--- src/rtl/wb_master_pkg.sv ---
// wb_master_pkg: shared state encoding and constants for the Wishbone burst master.
package wb_master_pkg;
    typedef enum logic [1:0] {ST_IDLE, ST_WDAT, ST_REQ, ST_GAP} state_t;
    localparam logic [31:0] ADR_INC = 32'd4;
    localparam int TIMEOUT_CYC_DEF = 1024;
endpackage

--- src/rtl/wb_beat_timer.sv ---
// wb_beat_timer: per-beat cycle counter, expires on the TIMEOUT_CYC-th enabled cycle.
module wb_beat_timer import wb_master_pkg::*; #(
    parameter int TIMEOUT_CYC = TIMEOUT_CYC_DEF
) (
    input  logic i_clk,
    input  logic i_rst_n,
    input  logic i_clear,
    input  logic i_enable,
    output logic o_expired
);
    localparam int CW = $clog2(TIMEOUT_CYC + 1);
    logic [CW-1:0] r_cnt;
    assign o_expired = i_enable && (r_cnt == CW'(TIMEOUT_CYC - 1));
    always_ff @(posedge i_clk or negedge i_rst_n) begin
        if (!i_rst_n) r_cnt <= '0;
        else if (i_clear) r_cnt <= '0;
        else if (i_enable && !o_expired) r_cnt <= r_cnt + 1'b1;
    end
endmodule

--- src/rtl/wb_burst_master.sv ---
// wb_burst_master: Wishbone classic burst initiator, one GAP cycle between beats.
// Define WB_MASTER_TIMEOUT_EN to abort a beat after TIMEOUT_CYC cycles without ack/err.
module wb_burst_master import wb_master_pkg::*; #(
    parameter int LEN_W       = 8,
    parameter int TIMEOUT_CYC = TIMEOUT_CYC_DEF
) (
    input  logic             wb_clk_i,
    input  logic             wb_rst_n_i,
    input  logic             cmd_valid_i,
    output logic             cmd_ready_o,
    input  logic             cmd_we_i,
    input  logic [31:0]      cmd_adr_i,
    input  logic [3:0]       cmd_sel_i,
    input  logic [LEN_W-1:0] cmd_len_i,
    input  logic             wdat_valid_i,
    output logic             wdat_ready_o,
    input  logic [31:0]      wdat_i,
    output logic             rsp_valid_o,
    output logic [31:0]      rsp_dat_o,
    output logic             rsp_err_o,
    output logic             rsp_last_o,
    output logic             wb_cyc_o,
    output logic             wb_stb_o,
    output logic             wb_we_o,
    output logic [3:0]       wb_sel_o,
    output logic [31:0]      wb_adr_o,
    output logic [31:0]      wb_dat_o,
    input  logic [31:0]      wb_dat_i,
    input  logic             wb_ack_i,
    input  logic             wb_err_i
);
    state_t           r_state, w_next;
    logic             r_we, r_rsp_valid, r_rsp_err, r_rsp_last;
    logic [31:0]      r_adr, r_dat, r_rsp_dat;
    logic [3:0]       r_sel;
    logic [LEN_W-1:0] r_cnt;
    logic             w_accept, w_take, w_timeout, w_err, w_term, w_last, w_unused_adr;

    assign w_unused_adr = ^cmd_adr_i[1:0];
    assign w_accept = (r_state == ST_IDLE) && cmd_valid_i;
    assign w_take   = (r_state == ST_WDAT) && wdat_valid_i;

`ifdef WB_MASTER_TIMEOUT_EN
    wb_beat_timer #(.TIMEOUT_CYC(TIMEOUT_CYC)) u_timer (
        .i_clk    (wb_clk_i),
        .i_rst_n  (wb_rst_n_i),
        .i_clear  (r_state != ST_REQ),
        .i_enable (r_state == ST_REQ),
        .o_expired(w_timeout)
    );
`else
    localparam int unused_timeout = TIMEOUT_CYC;
    assign w_timeout = 1'b0;
`endif

    // ack and err together still count as an error
    assign w_err  = wb_err_i || w_timeout;
    assign w_term = (r_state == ST_REQ) && (wb_ack_i || w_err);
    assign w_last = w_err || (r_cnt == '0);

    assign cmd_ready_o  = r_state == ST_IDLE;
    assign wdat_ready_o = r_state == ST_WDAT;
    assign wb_cyc_o     = r_state != ST_IDLE;
    assign wb_stb_o     = r_state == ST_REQ;
    assign wb_we_o      = r_we;
    assign wb_sel_o     = r_sel;
    assign wb_adr_o     = r_adr;
    assign wb_dat_o     = r_dat;
    assign rsp_valid_o  = r_rsp_valid;
    assign rsp_dat_o    = r_rsp_dat;
    assign rsp_err_o    = r_rsp_err;
    assign rsp_last_o   = r_rsp_last;

    always_ff @(posedge wb_clk_i or negedge wb_rst_n_i) begin
        if (!wb_rst_n_i) r_state <= ST_IDLE;
        else r_state <= w_next;
    end

    always_comb begin
        w_next = r_state;
        case (r_state)
            ST_IDLE: w_next = cmd_valid_i ? (cmd_we_i ? ST_WDAT : ST_REQ) : ST_IDLE;
            ST_WDAT: w_next = wdat_valid_i ? ST_REQ : ST_WDAT;
            ST_REQ:  w_next = w_term ? (w_last ? ST_IDLE : ST_GAP) : ST_REQ;
            ST_GAP:  w_next = r_we ? ST_WDAT : ST_REQ;
        endcase
    end

    always_ff @(posedge wb_clk_i or negedge wb_rst_n_i) begin
        if (!wb_rst_n_i) begin
            r_we        <= 1'b0;
            r_adr       <= '0;
            r_sel       <= '0;
            r_cnt       <= '0;
            r_dat       <= '0;
            r_rsp_valid <= 1'b0;
            r_rsp_err   <= 1'b0;
            r_rsp_last  <= 1'b0;
            r_rsp_dat   <= '0;
        end else begin
            r_rsp_valid <= w_term;
            r_rsp_err   <= w_term && w_err;
            r_rsp_last  <= w_term && w_last;
            r_rsp_dat   <= (w_term && !r_we) ? wb_dat_i : '0;
            if (w_accept) begin
                r_we  <= cmd_we_i;
                r_adr <= {cmd_adr_i[31:2], 2'b00};
                r_sel <= cmd_sel_i;
                r_cnt <= cmd_len_i;
            end
            if (w_take) r_dat <= wdat_i;
            if (w_term && !w_last) begin
                r_cnt <= r_cnt - 1'b1;
                r_adr <= r_adr + ADR_INC;
            end
        end
    end
endmodule

--- config.mk ---
export PLATFORM = sky130hd
export DESIGN_NAME = wb_burst_master
export DESIGN_NICKNAME = d
export VERILOG_FILES = /design/src/rtl/wb_master_pkg.sv /design/src/rtl/wb_beat_timer.sv /design/src/rtl/wb_burst_master.sv
export SDC_FILE = /design/constraint.sdc
export NUM_CORES = 1
export LEC_CHECK = 0
export ABC_AREA = 0
export ABC_CLOCK_PERIOD_IN_PS = 3400
export BUFFER_PORTS_ARGS = -buffer_cell sky130_fd_sc_hd__buf_2
export CAP_MARGIN = 20
export CORE_ASPECT_RATIO = 1.2
export CORE_MARGIN = 2
export CORE_UTILIZATION = 51
export CTS_CLUSTER_DIAMETER = 60
export DETAILED_ROUTE_END_ITERATION = 8
export PLACE_DENSITY_LB_ADDON = 0.1
export SETUP_SLACK_MARGIN = 0.5
export SLEW_MARGIN = 20
export SYNTH_ARGS = -nofsm -noshare
export SYNTH_HDL_FRONTEND = slang
export SYNTH_HIERARCHICAL = 1
export SYNTH_SLANG_ARGS = --single-unit
--- constraint.sdc ---
create_clock -name wb_clk_i -period 3.4 [get_ports wb_clk_i]
set_input_delay 0.17 -clock wb_clk_i [delete_from_list [all_inputs] [get_ports wb_clk_i]]
set_output_delay 0.17 -clock wb_clk_i [all_outputs]
set_load 0.1 [all_outputs]
==> results.sh <==
export IMPL_status="finished, final reports clean"
export IMPL_synth_cell_area_um2=4980
export IMPL_wl_per_cell_um=16.1
export IMPL_first_iter_violations=230
export IMPL_diodes=0
export IMPL_synth_edf_count=0
export IMPL_viasPerCell=5.40
export IMPL_cts_tree="done"
export IMPL_rrSetupSlack_ns=0.94
export IMPL_finalWirelength_mm=12.8
export IMPL_crit_type="reg -> reg"
export IMPL_rsz0062_at_grt="no"
export IMPL_synth_main_ff_cell="dfrtp_1"
export IMPL_final_nets=788
export IMPL_arrival_ns=2.68
export IMPL_hold_viol=0
export IMPL_synth_compound_area_frac=0.102
export IMPL_grt_pass1_wl_mm=20.6
export IMPL_coreArea_um2=9520
export IMPL_synth_adder_area_share=0.00754
export IMPL_area_growth_pct=30.8
export IMPL_synth_mux_area_fraction=0.0764
export IMPL_clock_latency_ns=0.34
export IMPL_ff2ff_path_depth=6
export IMPL_postRouteAntennaNets=0
export IMPL_synth_xor_area_share=0
export IMPL_drive_above_1_share=0.427
export IMPL_rows=39
export IMPL_dr_pass1_iters=4
export IMPL_fin_crit_sh=0.723
export IMPL_drc=0
export IMPL_fin_ws_ns=0.941
export IMPL_synthCells=456
export IMPL_max_freq_mhz=407
export IMPL_die_area_um2=10600
export IMPL_die_w_um=94.2
export IMPL_ys_types=56
export IMPL_io_buffers=218
export IMPL_die_height_um=112
export IMPL_path_clk_slew_ns=0.07
export IMPL_cp_end_kind="flip-flop"
export IMPL_ys_async_sr_fraction=1.00
export IMPL_grt_max_degree=59
export IMPL_holdPathStages=3
export IMPL_min_period_ns=2.46
export IMPL_path_max_fanout=30
export IMPL_cts_buffer_depth=2
export IMPL_cts_max_level=3
export IMPL_overflow=0
export IMPL_worstMarginPinSlew_ns=0.764
export IMPL_yosysWarningCount=6
export IMPL_worst_hold_path_type="in -> reg"
export IMPL_dr_total_vias=4301
export IMPL_hold_buffers=1
export IMPL_r2r_start="r_cnt[0]"
export IMPL_cts_resized=0
export IMPL_ys_seq_area_frac=0.563
export IMPL_synth_top_family_by_area="simple AND/OR/NAND/NOR gates"
export IMPL_syn_area_per_cell_um2=10.9
export IMPL_synth_simple_area_share=0.218
export IMPL_tritoncts_num_buffers=9
export IMPL_holdPathEnd="wb_sel_o[3]"
export IMPL_cts_root_buf="clkbuf_16"
export IMPL_required_ns=3.62
export IMPL_grt_util_all_layers=0.248
export IMPL_antenna_found_initial=0
export IMPL_cts_setup_buffers=0
export IMPL_start_util=0.523
export IMPL_gp_congestion=0.850
export IMPL_relSlewSlack=0.489
export IMPL_setup_viol_count_final=0
export IMPL_pin_count=223
export IMPL_cp_start_kind="flip-flop"
export IMPL_grt_pass1_vias=4368
export IMPL_tns_ns=0
export IMPL_max_cap_violations=0
export IMPL_r2r_end="wb_adr_o[2]"
export IMPL_report_final_slew_viol_count=0
export IMPL_skew_ns=0.00843
export IMPL_ys_seq_elements=112
export IMPL_fin_hold_ws_ns=0.0202
export IMPL_hpwl_mm=9.45
export IMPL_cts_sinks=112
export IMPL_dp_slack_ns=0.988
export IMPL_hp_start="cmd_sel_i[3]"
## routing by layer
metal,up-vias,GRT usage,wire length [um]
met1,2070,0.289,4940
li1,2051,-,-
met2,162,0.435,6620
met4,0,0.0908,244
met3,18,0.0664,1040
met5,-,0,0
## area by class of cell
cell class              instances  area (um2)
clock inverters                 5         104
fillers                       767        3010
repair buffers                225        1160
clock buffers                  10         229
well taps                     123         154
flip-flops and latches        112        2800
multi-input cells             312        2020
inverters                      10        37.5
## layout by cell type (no fill, tap or decap), types with 3 or more instances in the layout
cell type,Yosys,layout
nor2_1,18,17
a32oi_1,3,3
nor4_1,5,5
buf_4,3,6
nand4_1,12,12
and3_1,4,4
o221a_2,3,3
bufinv_16,0,3
nor3_1,7,7
inv_1,10,10
a31oi_1,4,4
dfrtp_1,112,112
o211ai_1,12,12
o21a_1,4,4
o21ai_1,3,3
or3_1,4,4
and2_1,35,35
clkbuf_16,0,9
a21oi_1,9,9
nand3_1,35,35
o21ai_0,8,8
or4_1,3,3
mux2_2,32,32
buf_2,2,217
nand2_1,62,62
ha_1,3,3
o311ai_0,4,4
a22oi_1,4,4
## how the worst max path moves through the flow
stage	end	from	slack [ns]	cells after the start
after CTS	wb_adr_o[2]	r_cnt[0]	0.97	6
after global placement	wb_adr_o[2]	r_cnt[0]	1.03	6
final	wb_adr_o[2]	r_cnt[0]	0.94	6
after global routing	wb_adr_o[8]	r_cnt[0]	0.76	8
after floorplan	rsp_dat_o[10]	r_state[1]	0.63	5
after detailed placement	wb_adr_o[2]	r_cnt[0]	0.99	6
## registers in the layout, indices dropped and copies added, names as in the netlist
name and flops:
rsp_dat_o 32, wb_dat_o 32, wb_adr_o 30, r_cnt 8, wb_sel_o 4, r_state 2, rsp_err_o 1, rsp_last_o 1
rsp_valid_o 1, wb_we_o 1
## through the flow
| stage | std cells | util | cell area (um2) |
|---|---|---|---|
| 3_5_place_dp | 781 | 0.648 | 6170 |
| 2_1_floorplan | 457 | - | 4990 |
| 5_1_grt | 797 | 0.684 | 6510 |
| 4_1_cts | 797 | 0.684 | 6510 |
| 6_report | 797 | 0.684 | 6510 |
| 3_3_place_gp | 781 | 0.648 | 6170 |
## worst max-delay path, stage by stage, from the launching register on
cell and delay, ns:
dfrtp_1 0.38, inv_1 0.12, ha_1 0.16, or3b_2 0.50, o21ai_4 0.63, nand2_1 0.26, o221a_2 0.30
## logic make-up after synthesis
kind of cell | count (synthesis)
flip-flops | 112
AO/OA/AOI/OAI | 68
buffers and inverters | 33
AND/OR/NAND/NOR | 205
other | 1
adder cells (fa/ha/maj) | 3
multiplexers | 34
## cells in the mapped netlist (2+ instances only)
master    count  area (um2)
and2_1       35         219
o21a_1        4        30.0
a22oi_1       4        30.0
o21ai_0       8        40.0
o211ai_1     12        90.1
o311ai_0      4        35.0
and3_1        4        25.0
inv_1        10        37.5
nand2_1      62         233
ha_1          3        37.5
a31oi_1       4        25.0
nor3_1        7        35.0
nor2_1       18        67.6
nand2b_1      2        12.5
buf_4         3        22.5
or4_1         3        22.5
o221ai_1      2        17.5
nor2b_1       3        18.8
or4_4         2        22.5
nand4_1      12        75.1
mux2i_1       2        20.0
dfrtp_1     112        2800
o22ai_1       2        12.5
buf_1         4        15.0
buf_2         2        10.0
o21ai_1       3        15.0
nor4_2        2        25.0
a221o_1       2        20.0
mux2_2       32         360
buf_6         3        33.8
or3_1         4        25.0
clkbuf_1     10        37.5
and4_1        2        17.5
nand3_1      35         175
nor4_1        5        31.3
o221a_2       3        33.8
o41ai_1       2        17.5
a32oi_1       3        26.3
a21oi_1       9        45.0
Power is left out: the tool's default activity adds up to more than one toggle a clock period on the data nets, which glitch-free logic cannot reach.
